===== config.mk =====
export PLATFORM = sky130hd
export DESIGN_NAME = stall_ctrl
export DESIGN_NICKNAME = d
export VERILOG_FILES = /design/src/rtl/cpu_pkg.sv /design/src/rtl/md_busy_timer.sv /design/src/rtl/stall_ctrl.sv
export SDC_FILE = /design/constraint.sdc
export NUM_CORES = 1
export LEC_CHECK = 0
export CAP_MARGIN = 25
export CORE_MARGIN = 10
export CORE_UTILIZATION = 39
export CTS_BUF_LIST = sky130_fd_sc_hd__clkbuf_16
export DETAILED_ROUTE_END_ITERATION = 8
export MAX_ROUTING_LAYER = met4
export PLACE_DENSITY = 0.79
export SETUP_SLACK_MARGIN = 0.2
export SLEW_MARGIN = 10
export SYNTH_ARGS = -nofsm -noshare
export SYNTH_HDL_FRONTEND = slang
export SYNTH_SLANG_ARGS = --single-unit

===== constraint.sdc =====
create_clock -name clk -period 2.01 [get_ports clk]
set_input_delay 0.201 -clock clk [delete_from_list [all_inputs] [get_ports clk]]
set_output_delay 0.201 -clock clk [all_outputs]
set_load 0.01 [all_outputs]

===== src/rtl/cpu_pkg.sv =====
// Shared definitions for the five-stage MIPS core pipeline control:
// Tnew/Tuse encoding, register-number width, mult/div latencies and
// the busy-timer state type.
package cpu_pkg;

   // Tnew / Tuse are 2-bit cycle counts; Tuse = 3 marks an unused source.
   localparam int              TW        = 2;
   localparam logic [TW-1:0]   TUSE_NONE = 2'd3;

   // Architectural register number width.
   localparam int              REG_W     = 5;

   // Default busy latencies of the multi-cycle mult/div unit.
   localparam int              MULT_CYC_DEF = 5;
   localparam int              DIV_CYC_DEF  = 10;

   typedef enum logic {
      MD_IDLE = 1'b0,
      MD_BUSY = 1'b1
   } md_state_e;

endpackage


===== src/rtl/md_busy_timer.sv =====
// Busy timer for the multi-cycle mult/div unit. A start in IDLE loads the
// down-counter with the operation latency; busy stays high for exactly that
// many cycles. Starts while BUSY are ignored (no reload).
module md_busy_timer
   import cpu_pkg::*;
#(
   parameter int MULT_CYC = MULT_CYC_DEF,
   parameter int DIV_CYC  = DIV_CYC_DEF,
   parameter int CNT_W    = 4
) (
   input  logic clk,
   input  logic reset,
   input  logic start,
   input  logic is_div,
   output logic busy
);

   md_state_e        r_state;
   md_state_e        w_state_nxt;
   logic [CNT_W-1:0] r_cnt;
   logic [CNT_W-1:0] w_cnt_nxt;

   // State and counter registers; reset abandons any pending operation.
   // NOTE: sequential state uses non-blocking (<=) so every register samples pre-edge values.
   always_ff @(posedge clk or negedge reset) begin
      if (!reset) begin
         r_state <= MD_IDLE;
         r_cnt   <= '0;
      end else begin
         r_state <= w_state_nxt;
         r_cnt   <= w_cnt_nxt;
      end
   end

   // Next-state logic: load on start, count down, leave BUSY when count hits 0.
   always_comb begin
      // NOTE: hold values are assigned first so no path leaves an output unassigned (no latch).
      w_state_nxt = r_state;
      w_cnt_nxt   = r_cnt;
      case (r_state)
         MD_IDLE: begin
            if (start) begin
               w_state_nxt = MD_BUSY;
               w_cnt_nxt   = is_div ? CNT_W'(DIV_CYC) : CNT_W'(MULT_CYC);
            end
         end
         MD_BUSY: begin
            w_cnt_nxt = r_cnt - CNT_W'(1);
            if (r_cnt == CNT_W'(1)) begin
               w_state_nxt = MD_IDLE;
            end
         end
      endcase
   end

   assign busy = (r_state == MD_BUSY);

endmodule


===== src/rtl/stall_ctrl.sv =====
// Pipeline stall/bubble controller: compares D-stage Tuse against E/M Tnew,
// blocks md instructions while the mult/div unit is busy, and drives the
// F/D enables and E clear. Optional stall counter: STALL_CTRL_PERF_EN.
module stall_ctrl
   import cpu_pkg::*;
#(
   parameter int MULT_CYC = MULT_CYC_DEF,
   parameter int DIV_CYC  = DIV_CYC_DEF,
   parameter int CNT_W    = 4
) (
   input  logic             clk,
   input  logic             reset,
   input  logic [REG_W-1:0] D_rs,
   input  logic [REG_W-1:0] D_rt,
   input  logic [TW-1:0]    D_tuse_rs,
   input  logic [TW-1:0]    D_tuse_rt,
   input  logic             D_is_md,
   input  logic [REG_W-1:0] E_A3,
   input  logic [REG_W-1:0] M_A3,
   input  logic [TW-1:0]    E_tnew,
   input  logic [TW-1:0]    M_tnew,
   input  logic             E_md_start,
   input  logic             E_md_div,
   output logic             F_en,
   output logic             D_en,
   output logic             E_clr,
   output logic             md_busy
`ifdef STALL_CTRL_PERF_EN
   ,
   output logic [31:0]      stall_cnt
`endif
);

   logic w_haz_rs;
   logic w_haz_rt;
   logic w_haz_md;
   logic w_stall;

   // A source stalls when a pending E or M result arrives later than D needs it.
   // Register 0 is hard-wired and never hazards; Tuse = 3 never loses to a 2-bit Tnew.
   function automatic logic src_hazard(input logic [REG_W-1:0] src,
                                       input logic [TW-1:0]    tuse);
      return (src != '0) &&
             (((src == E_A3) && (E_tnew > tuse)) ||
              ((src == M_A3) && (M_tnew > tuse)));
   endfunction

   md_busy_timer #(
      .MULT_CYC (MULT_CYC),
      .DIV_CYC  (DIV_CYC),
      .CNT_W    (CNT_W)
   ) u_md_busy_timer (
      .clk    (clk),
      .reset  (reset),
      .start  (E_md_start),
      .is_div (E_md_div),
      .busy   (md_busy)
   );

   assign w_haz_rs = src_hazard(D_rs, D_tuse_rs);
   assign w_haz_rt = src_hazard(D_rt, D_tuse_rt);
   // An md op starting in E this cycle is not yet reflected in md_busy.
   assign w_haz_md = D_is_md && (md_busy || E_md_start);
   assign w_stall  = w_haz_rs || w_haz_rt || w_haz_md;

   assign F_en  = !w_stall;
   assign D_en  = !w_stall;
   assign E_clr = w_stall;

`ifdef STALL_CTRL_PERF_EN
   logic [31:0] r_stall_cnt;

   // Count stalled cycles; wraps naturally at 2^32.
   always_ff @(posedge clk or negedge reset) begin
      if (!reset) begin
         r_stall_cnt <= '0;
      end else if (w_stall) begin
         r_stall_cnt <= r_stall_cnt + 32'd1;
      end
   end

   assign stall_cnt = r_stall_cnt;
`endif

endmodule


==> impl_metrics.csv <==
group,metric,value,unit
run_status,status,"finished, final reports clean",
global_routing,antenna_found_initial,0,
setup_path,path_cells,"dlygate4sd2_1 > xnor2_1 > nand4_1 > nor4_2 > o22ai_2 > and3_4 > buf_6",
route,dr_total_vias,825,
power_and_ir_drop,internal_power,659,µW
sta,tightestPinTransition,288,ps
route,route.detailed.drc,0,
sta,layout_setup_ws,224,ps
yosys,ys_warn_count,0,
setup_path,cpLargestDelayFamily,"simple AND/OR/NAND/NOR gates",
flow_run,cap_violations,0,
layout,nets,183,
sta,fmax,560,MHz
power_and_ir_drop,switchingPower,348,µW
layout,syn_to_final_growth,89.0,%
route,routedWlPerCell,16.5,µm
yosys,synth_area_leaders,"dfrtp_1 (17%), ha_1 (17%), xnor2_1 (16%), xor2_1 (11%), inv_1 (5.2%)",
route,drt-pass1-iter-count,4,
global_routing,grt_first_pass_wirelength,4240,µm
layout,drive_gt1_share,34.5,%
sta,post-route-period-util,88.8,%
setup_path,path_max_fanout,3,
yosys,netlist_instances,89,
power_and_ir_drop,total_power,1.01,mW
setup_path,critical_path.startpoint,"D_rs[2]",
yosys,yosys.area.top_type,"dfrtp_1",
floorplanning,core_area,1730,µm²
sta,drv_slew,0,
layout,diodes,0,
yosys,synth_cell_types,23,
placed_design,place_ws,-514,ps
yosys,yosysSeqAreaShare,17.5,%
floorplanning,die_height,62.8,µm
min_path,worstHoldPathType,"in -> async",
yosys,avgSynthCellArea,8.04,µm²
global_routing,track_usage,13.6,%
floorplanning,ioPinCount,37,
setup_path,worstSetupEndpointType,"output port",
sta,setup_viol,0,
setup_path,worst-endpoint-required,1810,ps
power_and_ir_drop,switching_share,34.6,%
sta,min_period,1790,ps
sta,worst_slew_margin_rel,80.6,%
sta,clock_skew,4.19,ps
setup_path,r2r-start,"u_md_busy_timer.r_cnt[0]$_DFFE_PN0N_",
power_and_ir_drop,power.density,745,nW/µm²
setup_path,rrSetupSlack,910,ps
route,drt_wl_total,2710,µm
clock_tree,clock-sinks,5,
route,drt-initial-drc-count,20,
yosys,syn_area,716,µm²
placed_design,place.gp.congestion,0.760,
setup_path,cp.arrival,1580,ps
clock_tree,clk_pin_slew_worst_paths,40,ps
yosys,ys_ff_latch,5,
route,ant_nets,0,
clock_tree,insertion_delay,230,ps
floorplanning,fp.dieW,62.8,µm
setup_path,worstSetupPathType,"in -> out",
clock_tree,htree_levels,1,
clock_tree,cts_tree,"yes",
power_and_ir_drop,p_seq_share,20.5,%
yosys,synth_fp_nets,132,
floorplanning,dieArea,3950,µm²
global_routing,grt.overflow.total,0,
placed_design,place.port_buffers,36,
global_routing,grt_pass1_vias,866,
power_and_ir_drop,p_clk_share,32.2,%
floorplanning,start_util,41.4,%
setup_path,start_kind,"input port",
setup_path,slowest_stage,"nor4_2",
sta,rsz0062_at_grt,"no",
global_routing,grt_max_degree,12,
placed_design,hpwl,2120,µm
clock_tree,cts_made_buffers,3,
clock_tree,root_buffer,"clkbuf_16",
route,viasPerCell,5.03,
clock_tree,cts_buffer_depth,2,
power_and_ir_drop,p_leak,0.592,nW
setup_path,crit_cells,7,
setup_path,path_buf_inv,2,
floorplanning,rows,15,
clock_tree,hold_buffers,0,
setup_path,reg2regPathDepth,5,
power_and_ir_drop,pwr-share-comb,47.3,%
setup_path,critPathMaxStageDelay,300,ps
yosys,yosys.area.top_type_share,17.5,%
sta,final_hold_viol_count,0,
power_and_ir_drop,max-vdd-ir-drop,993,µV
sta,tns,0,ps
routing by layer:
metal  vias up  GRT usage, %  wire length, µm
met2        18          25.6             1530
met4         0          2.23               14
met3         2          3.58               72
met5         -             -                0
met1       393          13.9             1090
li1        412             -                -
cell usage after synthesis:
| cell type | n |
|---|---|
| clkbuf_1 | 1 |
| xnor2_1 | 13 |
| nor4bb_1 | 1 |
| o22ai_1 | 2 |
| mux2i_1 | 1 |
| a21oi_1 | 5 |
| and3_1 | 1 |
| nor4_1 | 3 |
| nor3_1 | 1 |
| nand3b_1 | 1 |
| or4_1 | 2 |
| ha_1 | 10 |
| nand2_1 | 6 |
| nand3_1 | 2 |
| a2111oi_1 | 1 |
| nor2_1 | 3 |
| xor2_1 | 9 |
| buf_4 | 1 |
| inv_1 | 10 |
| nand4_1 | 3 |
| o21ai_0 | 7 |
| dfrtp_1 | 5 |
| nor2b_1 | 1 |
timing repair:
item,in CTS,in global routing
pin swaps,18,19
setup endpoints to repair,3,3
setup buffers,1,1
gates resized for setup,64,26
per-stage QoR:
stage | utilization [%] | instance area (µm²) | instances | hold slack [ps]
after floorplan | - | 716 | 89 | -94.6
after global routing | 78.3 | 1350 | 164 | 229
after detailed placement | 67.8 | 1170 | 158 | 452
final | 78.3 | 1350 | 164 | 207
after global placement | 67.8 | 1170 | 158 | 445
after CTS | 74.7 | 1290 | 163 | 211
flip-flops by register name (all words and copies together) (netlist names):
| register | flops |
|---|---|
| u_md_busy_timer.busy | 1 |
| u_md_busy_timer.r_cnt | 4 |
logic make-up after synthesis:
logic type | count (synthesis) | share of synthesized area [%]
AND/OR/NAND/NOR | 24 | 18.4
AO/OA/AOI/OAI | 15 | 11.5
buffers and inverters | 12 | 6.82
multiplexers | 1 | 1.40
adder cells (fa/ha/maj) | 10 | 17.5
flip-flops | 5 | 17.5
XOR/XNOR | 22 | 26.9
cells in the final DEF, fill, tap and decap left out, types with 3 or more instances in the layout:
| master | instances |
|---|---|
| buf_2 | 4 |
| nor2_1 | 3 |
| nand2_1 | 4 |
| ha_4 | 6 |
| o21ai_0 | 6 |
| xor2_1 | 9 |
| dfrtp_1 | 5 |
| nor4_2 | 3 |
| buf_4 | 12 |
| ha_1 | 3 |
| nand4_1 | 3 |
| inv_2 | 4 |
| a21oi_1 | 4 |
| clkdlybuf4s50_1 | 6 |
| clkbuf_16 | 3 |
| clkdlybuf4s15_1 | 5 |
| xnor2_1 | 13 |
| inv_1 | 7 |
| dlygate4sd2_1 | 13 |
| clkbuf_2 | 5 |
power by group through the flow:
stage          registers, mW  clock network (mW)  logic [mW]
3_3_place_gp           0.201                   0       0.418
3_5_place_dp           0.205                   0       0.445
2_1_floorplan          0.201                   0       0.239
5_1_grt                0.215               0.342       0.539
4_1_cts                0.204               0.330       0.449
6_report               0.206               0.325       0.477
worst paths after layout:
kind	endpoint
max	F_en
max reg2reg	u_md_busy_timer.r_cnt[2]$_DFFE_PN0N_
min in group clk	u_md_busy_timer.r_cnt[0]$_DFFE_PN0N_
max in group asynchronous	u_md_busy_timer.r_cnt[1]$_DFFE_PN0N_
min reg2reg	u_md_busy_timer.r_cnt[0]$_DFFE_PN0N_
min	u_md_busy_timer.r_cnt[3]$_DFFE_PN0N_
worst reg2reg max path, cell delays in order (launching register included):
cell     delay, ps
dfrtp_1        410
inv_1           60
ha_1           210
xor2_1         140
nand2_1         60
o21ai_0         90
final cells by class:
class / instances / area (µm²)
well taps: 25 / 31.3
fillers: 123 / 374
inverters: 10 / 37.5
flip-flops and latches: 5 / 125
clock inverters: 1 / 3.75
repair buffers: 48 / 394
multi-input cells: 72 / 686
clock buffers: 3 / 75.1
Power figures use the tool's default switching activity.
